--- src/rtl/serial_add_pkg.sv ---
// Shared types and constants for the bit-serial adder sequencer.
// ref_add is the arithmetic reference for the default operand width.
package serial_add_pkg;

  localparam int STATE_W   = 2;
  localparam int DEF_WIDTH = 8;

  typedef enum logic [STATE_W-1:0] {
    ST_IDLE = 2'b00,
    ST_RUN  = 2'b01,
    ST_DONE = 2'b10
  } state_t;

  function automatic logic [DEF_WIDTH:0] ref_add(input logic [DEF_WIDTH-1:0] a,
                                                 input logic [DEF_WIDTH-1:0] b,
                                                 input logic                 cin);
    return {1'b0, a} + {1'b0, b} + {{DEF_WIDTH{1'b0}}, cin};
  endfunction

endpackage

--- src/rtl/serial_add_seq_fa_slice.sv ---
// Combinational 1-bit full adder; zero latency, no flow control.
// All state, including the carry between bits, lives in the caller.
module fa_slice (
  input  logic a,
  input  logic b,
  input  logic ci,
  output logic s,
  output logic co
);

  assign s  = a ^ b ^ ci;
  assign co = (a & b) | (ci & (a ^ b));

endmodule

--- src/rtl/serial_add_seq.sv ---
// Bit-serial adder: one bit pair per cycle through fa_slice, LSB first; WIDTH cycles to done.
// No backpressure: start is taken in IDLE or DONE only and ignored while busy.
module serial_add_seq
  import serial_add_pkg::*;
#(
  parameter int WIDTH = DEF_WIDTH
) (
  input  logic             clock,
  input  logic             reset,
  input  logic             start,
  input  logic [WIDTH-1:0] a_in,
  input  logic [WIDTH-1:0] b_in,
  input  logic             cin_in,
  output logic             busy,
  output logic             done,
  output logic [WIDTH-1:0] sum_out,
  output logic             cout_out
);

  localparam int CW = $clog2(WIDTH + 1);

  state_t           state;
  state_t           state_nxt;
  logic [WIDTH-1:0] a_sh;
  logic [WIDTH-1:0] b_sh;
  logic [WIDTH-1:0] r_sh;
  logic [WIDTH-1:0] r_nxt;
  logic             carry;
  logic [CW-1:0]    cnt;
  logic             slice_s;
  logic             slice_co;
  logic             load;
  logic             step;
  logic             last;

  fa_slice u_slice (
    .a  (a_sh[0]),
    .b  (b_sh[0]),
    .ci (carry),
    .s  (slice_s),
    .co (slice_co)
  );

  // Sum bits enter at the MSB so the register is LSB-aligned after WIDTH steps.
  generate
    if (WIDTH == 1) begin : g_r_one
      assign r_nxt = slice_s;
    end else begin : g_r_wide
      assign r_nxt = {slice_s, r_sh[WIDTH-1:1]};
    end
  endgenerate

  assign last = (cnt == CW'(WIDTH - 1));
  assign busy = (state == ST_RUN);
  assign done = (state == ST_DONE);

  always_ff @(posedge clock) begin
    if (reset) begin
      state <= ST_IDLE;
    end else begin
      state <= state_nxt;
    end
  end

  always_comb begin
    state_nxt = state;
    load      = 1'b0;
    step      = 1'b0;
    case (state)
      ST_IDLE: begin
        if (start) begin
          load      = 1'b1;
          state_nxt = ST_RUN;
        end
      end
      ST_RUN: begin
        step = 1'b1;
        if (last) begin
          state_nxt = ST_DONE;
        end
      end
      ST_DONE: begin
        if (start) begin
          load      = 1'b1;
          state_nxt = ST_RUN;
        end else begin
          state_nxt = ST_IDLE;
        end
      end
      default: state_nxt = ST_IDLE;
    endcase
  end

  always_ff @(posedge clock) begin
    if (reset) begin
      a_sh     <= '0;
      b_sh     <= '0;
      r_sh     <= '0;
      carry    <= 1'b0;
      cnt      <= '0;
      sum_out  <= '0;
      cout_out <= 1'b0;
    end else if (load) begin
      a_sh  <= a_in;
      b_sh  <= b_in;
      r_sh  <= '0;
      carry <= cin_in;
      cnt   <= '0;
    end else if (step) begin
      a_sh  <= a_sh >> 1;
      b_sh  <= b_sh >> 1;
      r_sh  <= r_nxt;
      carry <= slice_co;
      cnt   <= cnt + CW'(1);
      if (last) begin
        sum_out  <= r_nxt;
        cout_out <= slice_co;
      end
    end
  end

endmodule

--- config.mk ---
export PLATFORM = sky130hd
export DESIGN_NAME = serial_add_seq
export DESIGN_NICKNAME = d
export VERILOG_FILES = /design/src/rtl/serial_add_pkg.sv /design/src/rtl/serial_add_seq_fa_slice.sv /design/src/rtl/serial_add_seq.sv
export SDC_FILE = /design/constraint.sdc
export NUM_CORES = 1
export LEC_CHECK = 0
export ABC_AREA = 1
export BUFFER_PORTS_ARGS = -buffer_cell sky130_fd_sc_hd__buf_4
export CAP_MARGIN = 20
export CORE_MARGIN = 10
export CORE_UTILIZATION = 40
export CTS_BUF_LIST = sky130_fd_sc_hd__clkbuf_16
export DETAILED_ROUTE_END_ITERATION = 10
export PLACE_DENSITY_LB_ADDON = 0.12
export SLEW_MARGIN = 10
export SYNTH_ARGS = -nofsm -noshare
export SYNTH_HDL_FRONTEND = slang
export SYNTH_HIERARCHICAL = 1
export SYNTH_SLANG_ARGS = --single-unit
--- constraint.sdc ---
create_clock -name clock -period 1.44 [get_ports clock]
set_clock_uncertainty 0.15 [all_clocks]
set_input_delay 0.216 -clock clock [delete_from_list [all_inputs] [get_ports clock]]
set_output_delay 0.216 -clock clock [all_outputs]
set_load 0.05 [all_outputs]
==> metrics.cfg <==
[run_status]
status=finished clean

[detailed_routing]
via_per_inst=4.66
drtIter0Drc=69
wl_per_cell_um=11.4
ant_nets=0
route.detailed.drc=0
vias=1622
routed_wl_um=3960
drt_first_pass_iters=4

[synthesis]
ys_top_cells_by_count=69 x nand2_1, 39 x dfxtp_1, 31 x inv_1
yosysWarnings=6
synth_edf_count=0
synth_top_family_by_area=simple AND/OR/NAND/NOR gates
yosys-mux-area-fraction=0
ys_seq_area_frac=0.443
synthAdderAreaFrac=0.0184
synth_nets=269
synth.area.top_cells=dfxtp_1 44%, nand2_1 15%, nand3_1 7.7%
synthArstFlopShare=0
syn_inst=247
netlist_area_um2=1760
ys_seq_elements=39
synth_top_area_frac=0.443
synth.avg_cell_area_um2=7.14
synth_compound_area_frac=0.0908
ys.flop_type=dfxtp_1
synth.largest_area_cell=dfxtp_1
synth-simple-area-share=0.334
netlist-cell-type-count=22
yosysMostFrequentCell=nand2_1
synth_xor_area_frac=0

[layout]
layout.nets=317
stdcell_area_um2=2390
n_antenna_cell=0
syn_to_final_growth_pct=35.4
drive_gt1_frac=0.264
fin_cells=348

[clock_tree]
insertion_delay_ps=280
clk_path_buf_depth=2
cts.sinks=39
root_buffer=clkbuf_16
cts_tree=yes
clkTransAtPathRegs_ps=60
cts-buffers-inserted=5
htreeDepth=2

[grt]
grt_pass1_wl_um=6860
grt_use_total=0.111
grt_pass1_vias=1562
grt_antenna_before_repair=0
grt_max_degree=18
grt_remaining_overflow=0

[critical_path]
crit_fanout=4
r2r_start=cnt[1]
reg2reg_to=sum_out[4]
rrSetupSlack_ps=80
endpoint_kind=output port
arrival_ps=1030
rr_worst_depth=6
required_ps=1070
critPathLaunchType=register
path_class=register to output port
cp-startpoint=state[1]
crit_path_end=done

[die]
die_area_um2=7470
core-area_um2=4320
initial_core_util=0.408
io_pins=31
dieHeight_um=86.4
rows=24
die_w_um=86.4

[hold_path]
worstHoldPathType=input pin to register

[job]
maxCapViolations=0

[placed_design]
place_hpwl_um=2780
numPlacedInstances=334
numPortBuffers=30
gp_congestion=0.788
placed_area_um2=2100

[power_and_ir_drop]
ir_drop_mv=0.867
p_per_area_nw_per_um2=1230
p_leak_nw=1.13
power_mw=2.94

[timing]
grt_setup_unrepaired=yes
setup_viol_count_final=0
layout_min_cycle_time_ps=1400
fin_tns_setup_ps=0
final.period_utilization=0.971
max_clock_freq_mhz=715
max_slew_margin=0.852
final_max_slew_viol_count=0
tightestPinTransition_ps=221
hold_viol=0

power breakdown:
part	switching [mW]	internal, mW
Sequential	0.0274	1.13
Combinational	0.200	0.151
Clock	0.438	0.992
flip-flops by register name, indices dropped and copies added (netlist names):
signal	count
cnt	4
a_sh	8
carry	1
b_sh	8
cout_out	1
state	2
sum_out	8
r_sh	7
logic make-up (layout without fill, tap and decap cells):
logic type,Yosys count,after routing
flops,39,39
compound gates,32,32
simple gates,129,129
fa+ha+maj,2,2
buf+inv,45,94
worst min path at each step:
stage / from / endpoint / cells past startpoint
2_1_floorplan: b_in[7] / b_sh[7] / 2
3_3_place_gp: sum_out[2] / sum_out[2] / 2
3_5_place_dp: sum_out[7] / sum_out[7] / 2
4_1_cts: b_in[7] / b_sh[7] / 3
5_1_grt: a_in[7] / a_sh[7] / 3
6_report: b_in[7] / b_sh[7] / 3
critical path, stage by stage, from the launching register on:
cell     delay (ps)
dfxtp_2         330
inv_2            60
buf_6           130
nor2_4           80
buf_8           150
through the flow:
step	utilization	setup slack, ps	hold slack (ps)
6_report	0.552	41.6	27.1
5_1_grt	0.552	-0.559	68.7
4_1_cts	0.543	7.94	19.2
3_5_place_dp	0.486	23.1	300
3_3_place_gp	0.486	79.3	302
2_1_floorplan	-	72.2	201
cell type report:
| class | instances | area, µm² |
|---|---|---|
| Clock buffer | 5 | 125 |
| Clock inverter | 3 | 67.6 |
| Fill cell | 423 | 1940 |
| Inverter | 35 | 141 |
| Multi-Input combinational cell | 163 | 797 |
| Sequential cell | 39 | 783 |
| Tap cell | 52 | 65.1 |
| Timing Repair Buffer | 51 | 409 |
timing repair:
action / in CTS / in global routing
endpoints found under the setup margin: 2 / 12
pin swaps: 1 / 1
gates resized for setup: 9 / 10
buffers inserted: 4 / 2
hold buffers: 0 / 0
metal layers:
| layer | up-vias | routed length [µm] | track usage |
|---|---|---|---|
| li1 | 869 | - | - |
| met1 | 715 | 1820 | 0.133 |
| met2 | 34 | 1890 | 0.180 |
| met3 | 4 | 215 | 0.0460 |
| met4 | 0 | 31 | 0.0265 |
| met5 | - | 0 | 0 |
placed cells by master, fill, tap and decap left out, types with 5 or more instances in the layout:
cell type and instances:
dfxtp_1 37, o21ai_0 7, nand3_2 5, nand3_1 26, nor2_1 22, clkbuf_16 5, a21oi_1 19, inv_1 30
o21ai_1 6, nand2_1 68, buf_4 46
Note: power is estimated with default switching activity, not from simulation.
